$ cat src/rtl/rtc_hms_core.sv
// Hours/minutes/seconds timekeeping core with key-driven set mode, field blink
// and six-digit active-low 7-segment output (12/24-hour display).
//
// state | meaning
// RUN   | time advances once per second
// SET_H | hours adjustable, prescaler held at 0
// SET_M | minutes adjustable, prescaler held at 0
// SET_S | seconds adjustable, prescaler held at 0
module rtc_hms_core #(
  parameter int CLK_HZ   = 50000000,
  parameter int BLINK_HZ = 2
) (
  input  logic       CLOCK_50,
  input  logic       reset,
  input  logic       K_mode,
  input  logic       K_inc,
  input  logic       K_dec,
  input  logic       mode24,
  output logic [6:0] HEX5,
  output logic [6:0] HEX4,
  output logic [6:0] HEX3,
  output logic [6:0] HEX2,
  output logic [6:0] HEX1,
  output logic [6:0] HEX0,
  output logic [5:0] hh,
  output logic [5:0] mm,
  output logic [5:0] ss,
  output logic       pm,
  output logic [1:0] state,
  output logic       sec_pulse
);

  localparam int PW          = (CLK_HZ > 1) ? $clog2(CLK_HZ) : 1;
  localparam int BLINK_N_RAW = CLK_HZ / (2 * BLINK_HZ);
  localparam int BLINK_N     = (BLINK_N_RAW < 1) ? 1 : BLINK_N_RAW;
  localparam int BW          = (BLINK_N > 1) ? $clog2(BLINK_N) : 1;
  localparam logic [PW-1:0] PRE_TC   = PW'(CLK_HZ - 1);
  localparam logic [BW-1:0] BLINK_TC = BW'(BLINK_N - 1);
  localparam logic [6:0]    SEG_OFF  = 7'b1111111;

  typedef enum logic [1:0] {RUN = 2'd0, SET_H = 2'd1, SET_M = 2'd2, SET_S = 2'd3} st_e;

  // key vectors are {mode, inc, dec}
  logic [2:0]    key_s1_q, key_s1_d, key_s2_q, key_s2_d, key_prev_q, key_prev_d;
  logic [2:0]    key_ev;
  st_e           state_q, state_d;
  logic [PW-1:0] presc_q, presc_d;
  logic [BW-1:0] blink_cnt_q, blink_cnt_d;
  logic          blink_off_q, blink_off_d;
  logic [5:0]    hh_q, hh_d, mm_q, mm_d, ss_q, ss_d;
  logic          mode_ev, adj_ok, inc_ev, dec_ev, tick;

  always_comb begin
    key_s1_d   = {K_mode, K_inc, K_dec};
    key_s2_d   = key_s1_q;
    key_prev_d = key_s2_q;
    key_ev     = key_prev_q & ~key_s2_q;
    mode_ev    = key_ev[2];
    // adjust is dropped on a mode collision or when inc and dec coincide
    adj_ok     = (state_q != RUN) && !mode_ev && (key_ev[1] ^ key_ev[0]);
    inc_ev     = adj_ok && key_ev[1];
    dec_ev     = adj_ok && key_ev[0];
    tick       = (state_q == RUN) && (presc_q == PRE_TC);

    state_d = mode_ev ? st_e'(state_q + 2'd1) : state_q;

    if ((state_q == RUN) && !mode_ev)
      presc_d = tick ? '0 : presc_q + PW'(1);
    else
      presc_d = '0;

    if (mode_ev) begin
      blink_cnt_d = '0;
      blink_off_d = 1'b0;
    end else if (blink_cnt_q == BLINK_TC) begin
      blink_cnt_d = '0;
      blink_off_d = ~blink_off_q;
    end else begin
      blink_cnt_d = blink_cnt_q + BW'(1);
      blink_off_d = blink_off_q;
    end

    hh_d = hh_q;
    mm_d = mm_q;
    ss_d = ss_q;
    if (tick) begin
      if (ss_q == 6'd59) begin
        ss_d = 6'd0;
        if (mm_q == 6'd59) begin
          mm_d = 6'd0;
          hh_d = (hh_q == 6'd23) ? 6'd0 : hh_q + 6'd1;
        end else begin
          mm_d = mm_q + 6'd1;
        end
      end else begin
        ss_d = ss_q + 6'd1;
      end
    end else if (inc_ev) begin
      case (state_q)
        SET_H:   hh_d = (hh_q == 6'd23) ? 6'd0 : hh_q + 6'd1;
        SET_M:   mm_d = (mm_q == 6'd59) ? 6'd0 : mm_q + 6'd1;
        SET_S:   ss_d = (ss_q == 6'd59) ? 6'd0 : ss_q + 6'd1;
        default: ;
      endcase
    end else if (dec_ev) begin
      case (state_q)
        SET_H:   hh_d = (hh_q == 6'd0) ? 6'd23 : hh_q - 6'd1;
        SET_M:   mm_d = (mm_q == 6'd0) ? 6'd59 : mm_q - 6'd1;
        SET_S:   ss_d = (ss_q == 6'd0) ? 6'd59 : ss_q - 6'd1;
        default: ;
      endcase
    end
  end

  always_ff @(posedge CLOCK_50) begin
    if (!reset) begin
      key_s1_q    <= 3'b111;
      key_s2_q    <= 3'b111;
      key_prev_q  <= 3'b111;
      state_q     <= RUN;
      presc_q     <= '0;
      blink_cnt_q <= '0;
      blink_off_q <= 1'b0;
      hh_q        <= 6'd0;
      mm_q        <= 6'd0;
      ss_q        <= 6'd0;
    end else begin
      key_s1_q    <= key_s1_d;
      key_s2_q    <= key_s2_d;
      key_prev_q  <= key_prev_d;
      state_q     <= state_d;
      presc_q     <= presc_d;
      blink_cnt_q <= blink_cnt_d;
      blink_off_q <= blink_off_d;
      hh_q        <= hh_d;
      mm_q        <= mm_d;
      ss_q        <= ss_d;
    end
  end

  function automatic logic [6:0] seg7(input logic [3:0] d);
    case (d)
      4'd0:    seg7 = 7'b1000000;
      4'd1:    seg7 = 7'b1111001;
      4'd2:    seg7 = 7'b0100100;
      4'd3:    seg7 = 7'b0110000;
      4'd4:    seg7 = 7'b0011001;
      4'd5:    seg7 = 7'b0010010;
      4'd6:    seg7 = 7'b0000010;
      4'd7:    seg7 = 7'b1111000;
      4'd8:    seg7 = 7'b0000000;
      4'd9:    seg7 = 7'b0010000;
      default: seg7 = SEG_OFF;
    endcase
  endfunction

  function automatic logic [3:0] tens_of(input logic [5:0] v);
    if (v >= 6'd50)      tens_of = 4'd5;
    else if (v >= 6'd40) tens_of = 4'd4;
    else if (v >= 6'd30) tens_of = 4'd3;
    else if (v >= 6'd20) tens_of = 4'd2;
    else if (v >= 6'd10) tens_of = 4'd1;
    else                 tens_of = 4'd0;
  endfunction

  function automatic logic [3:0] ones_of(input logic [5:0] v);
    logic [5:0] r;
    r = v - ({2'b00, tens_of(v)} * 6'd10);
    ones_of = r[3:0];
  endfunction

  logic [5:0] h_disp;
  logic [3:0] h_tens;
  logic       blank_h, blank_m, blank_s, blank_ht;

  always_comb begin
    if (mode24)             h_disp = hh_q;
    else if (hh_q == 6'd0)  h_disp = 6'd12;
    else if (hh_q > 6'd12)  h_disp = hh_q - 6'd12;
    else                    h_disp = hh_q;
    h_tens   = tens_of(h_disp);
    blank_ht = !mode24 && (h_tens == 4'd0);
    blank_h  = blink_off_q && (state_q == SET_H);
    blank_m  = blink_off_q && (state_q == SET_M);
    blank_s  = blink_off_q && (state_q == SET_S);

    HEX5 = (blank_h || blank_ht) ? SEG_OFF : seg7(h_tens);
    HEX4 = blank_h ? SEG_OFF : seg7(ones_of(h_disp));
    HEX3 = blank_m ? SEG_OFF : seg7(tens_of(mm_q));
    HEX2 = blank_m ? SEG_OFF : seg7(ones_of(mm_q));
    HEX1 = blank_s ? SEG_OFF : seg7(tens_of(ss_q));
    HEX0 = blank_s ? SEG_OFF : seg7(ones_of(ss_q));
  end

  assign hh        = hh_q;
  assign mm        = mm_q;
  assign ss        = ss_q;
  assign pm        = (hh_q >= 6'd12);
  assign state     = state_q;
  assign sec_pulse = tick;

endmodule

$ cat config.mk
export PLATFORM = sky130hd
export DESIGN_NAME = rtc_hms_core
export DESIGN_NICKNAME = d
export VERILOG_FILES = /design/src/rtl/rtc_hms_core.sv
export SDC_FILE = /design/constraint.sdc
export NUM_CORES = 1
export LEC_CHECK = 0
export ABC_AREA = 1
export ABC_CLOCK_PERIOD_IN_PS = 5000
export CELL_PAD_IN_SITES_DETAIL_PLACEMENT = 0
export CELL_PAD_IN_SITES_GLOBAL_PLACEMENT = 1
export CORE_AREA = 2 2 126 128
export CTS_CLUSTER_SIZE = 28
export DETAILED_ROUTE_END_ITERATION = 7
export DIE_AREA = 0 0 128 130
export GPL_TIMING_DRIVEN = 1
export MAX_ROUTING_LAYER = met4
export PLACE_DENSITY = 0.87
export SYNTH_ARGS = -nofsm -noshare
export SYNTH_HDL_FRONTEND = slang
export SYNTH_SLANG_ARGS = --single-unit
$ cat constraint.sdc
create_clock -name CLOCK_50 -period 5 [get_ports CLOCK_50]
set_clock_uncertainty 0.15 [all_clocks]
set_input_delay 0.5 -clock CLOCK_50 [delete_from_list [all_inputs] [get_ports CLOCK_50]]
set_output_delay 0.5 -clock CLOCK_50 [all_outputs]
set_load 0.01 [all_outputs]
==> results.cfg <==
[route]
wl_met3_um = 434
met1Wirelength_um = 7110
route.met2.wl_um = 6660
top_layer = met4
drt-pass1-iter-count = 6
routed_via_density = 4.97
drc = 0
detail_route.iter0.violations = 338
avgRoutedWirePerCell_um = 12.2
drt_wl_total_um = 14300
overall_via_count_from_detail_route = 5850
antenna_left = 0

[outcome]
status = complete, no violations

[timing]
timing.fmax_mhz = 218
tightestPinTransition_ps = 749
post-route-min-period_ps = 4590
rsz0062_at_grt = no
max_slew_margin_pct = 49.9
worst_slack_ps = 406
finalSetupTns_ps = 0
fin_crit_sh_pct = 91.9
timing.final.max_slew_violations = 0
setup_viol_count_final = 0
final-hold-violation-count = 0

[cells_and_area]
final_cell_count_no_fill = 1176
register_area_mm2 = 0.00161
fin_util_pct = 48.9
synthToLayoutAreaGrowth_pct = 18.9
fin_nets = 1040
multi_input_gate_area_mm2 = 0.00417
n_antenna_cell = 0
num-fill-cells = 1563
drive_above_1_share_pct = 12.9

[cts]
tritoncts = yes
cts.reportedPaths.clkPinSlew_ps = 60
num_cts_buffers = 9
count_of_clock_tree_sinks = 80
worstSkewPairLatency_ps = 340
total_number_of_h_tree_levels = 3
clk_root_buffer_cell = sky130_fd_sc_hd__clkbuf_16
cts-root-to-sink-buffers = 2

[pwr]
ir_drop_mv = 0.214
power.density_cell_area_mw_per_mm2 = 215
p_leak_uw = 0.00313

[synth]
post_synth_xor_area_fraction_pct = 2.74
synth_edf_count = 0
synth_adder_area_share_pct = 11.2
synth_commonest_cells = sky130_fd_sc_hd__nand2_1, sky130_fd_sc_hd__inv_1, sky130_fd_sc_hd__dfxtp_1
netlist.top_cell.by_area = sky130_fd_sc_hd__dfxtp_1
yosysWarningCount = 0
synth_async_sr_flop_share_pct = 0
sequential_cell_area_fraction_in_the_yosys_report_pct = 25.2
synth_cells = 913
synthesized_netlist_net_count = 974
synth.cell_area_mm2 = 0.00634
synth_simple_gate_area_share_pct = 37.7
synth_area_in_compound_gates_pct = 13.8
synth_top_family_by_area = simple AND/OR/NAND/NOR gates
share_of_cell_area_taken_by_muxes_after_synthesis_pct = 0
yosys.area.top_type_share_pct = 25.2
ys_types = 53
most_area_consuming_cells_after_synthesis = sky130_fd_sc_hd__dfxtp_1, sky130_fd_sc_hd__nand2_1, sky130_fd_sc_hd__ha_1
ys_ff_latch = 80
synth.most_common_cell = sky130_fd_sc_hd__nand2_1
synthesis.area_per_instance_um2 = 6.95
dominantRegCellSynth = sky130_fd_sc_hd__dfxtp_1

[critical_path]
crit_fanout = 7
critPathCaptureType = output port
cpMostUsedCell = sky130_fd_sc_hd__inv_1
crit_path_cell_trace = inv_1 -> ha_2 -> inv_1 -> nand2_1 -> nand2_4 -> nand2_2 -> nand2_1 -> nand2_2 -> o21ai_2 -> inv_1 -> nor2_1 -> inv_1 -> fa_2 -> xnor2_2 -> inv_1 -> nand2_4 -> nand3_4 -> nand3_1 -> clkdlybuf4s50_1
crit_required_ps = 4350
worstPathBufferInverterCount = 6
slowest_stage = sky130_fd_sc_hd__clkdlybuf4s50_1
timing.critical_path.from_type = flip-flop
criticalPathCategory = reg2out
data_arrival_time_at_the_worst_slack_endpoint_ps = 3940
worst_path_largest_cell_delay_ps = 530
cp_top_family = buffers and inverters

[placement]
place_ws_ps = 294
port_buffers = 69
globalplace.congestion = 0.887
dpl.cell_count = 1159
dp.final_hpwl_um = 11000

[global_route]
grt_max_degree = 23
antenna_found_initial = 0
grt_first_pass_wirelength_um = 24900
grt_remaining_overflow = 0
grt_overall_usage_pct = 18.4
first_global_vias = 5379

[floorplanning]
ios = 70
row_count = 46
floorplan.core_area_mm2 = 0.0154
die_h_um = 130
fp.dieArea_mm2 = 0.0166
die_w_um = 128
initial_core_util_pct = 41.1

[job]
timing.max_cap.violations = 0

[hold_path]
timing.hold.worst.class = reg2reg
per-layer routing:
metal / vias up / global-route usage, %
met5: - / -
met4: 0 / 4.27
met3: 9 / 2.54
met2: 72 / 30.8
met1: 2635 / 23.7
li1: 3134 / -
cell families (layout without fill, tap and decap cells):
kind of cell	Yosys count	after routing
flops	80	80
xor+xnor	19	19
simple gates	465	465
fa+ha+maj	55	55
compound gates	151	151
buf+inv	143	214
sequential cells by signal (all words and copies together) (netlist names):
| register | cells |
|---|---|
| key_prev_d | 3 |
| blink_off_q | 1 |
| key_s1_q | 3 |
| key_prev_q | 3 |
| presc_q | 26 |
| mm | 6 |
| ss | 6 |
| blink_cnt_q | 24 |
| state | 2 |
| hh | 6 |
path summary, 6_finish.rpt:
kind | from | to | slack (ps) | depth (start not counted)
hold reg to reg | key_s1_q[0]$_SDFF_PN1_ | key_prev_d[0]$_SDFF_PN1_ | 260 | 1
setup reg to reg | blink_cnt_q[0]$_SDFF_PP0_ | blink_cnt_q[15]$_SDFF_PP0_ | 2380 | 10
hold / removal | key_s1_q[0]$_SDFF_PN1_ | key_prev_d[0]$_SDFF_PN1_ | 260 | 1
setup / recovery | hh[0]$_SDFFE_PN0P_ | HEX4[5] | 410 | 19
stage by stage:
| stage | hold slack [ps] | power, µW | instance area [µm²] |
|---|---|---|---|
| floorplan | 243 | 801 | 6340 |
| global placement | 248 | 883 | 7180 |
| detailed placement | 247 | 885 | 7180 |
| CTS | 261 | 1640 | 7510 |
| global route | 287 | 1700 | 7540 |
| finish | 262 | 1620 | 7540 |
area by class of cell:
cell class	count	area share, %
well taps	192	3.19
clock inverters	5	1.39
inverters	125	6.24
flip-flops and latches	80	21.3
clock buffers	11	3.09
multi-input cells	690	55.2
repair buffers	73	9.59
where the power goes:
part | internal [µW] | leakage [µW] | switching [µW]
Combinational | 104 | 0.00233 | 117
Clock | 488 | 0.000156 | 263
Sequential | 646 | 0.000649 | 7.07
Total | 1240 | 0.00313 | 386
cell usage in the layout, fill, tap and decap left out, drive strengths merged, types with 12 or more instances in the layout:
master,netlist,routed
nor3,25,25
a21oi,54,54
o211ai,15,15
ha,52,52
xor2,12,12
nand2,213,213
nor2,93,93
nand4,24,24
or2,17,17
o21ai,64,64
inv,124,124
dfxtp,80,80
nand3,71,71
clkdlybuf4s50,0,68
timing repair:
| action | 4_1_cts | 5_1_grt |
|---|---|---|
| hold buffers | 0 | 0 |
| buffers inserted | 0 | 1 |
| resized for setup | 0 | 8 |
| setup endpoints to repair | 0 | 7 |
No activity file was read; power rests on OpenSTA's default activity.
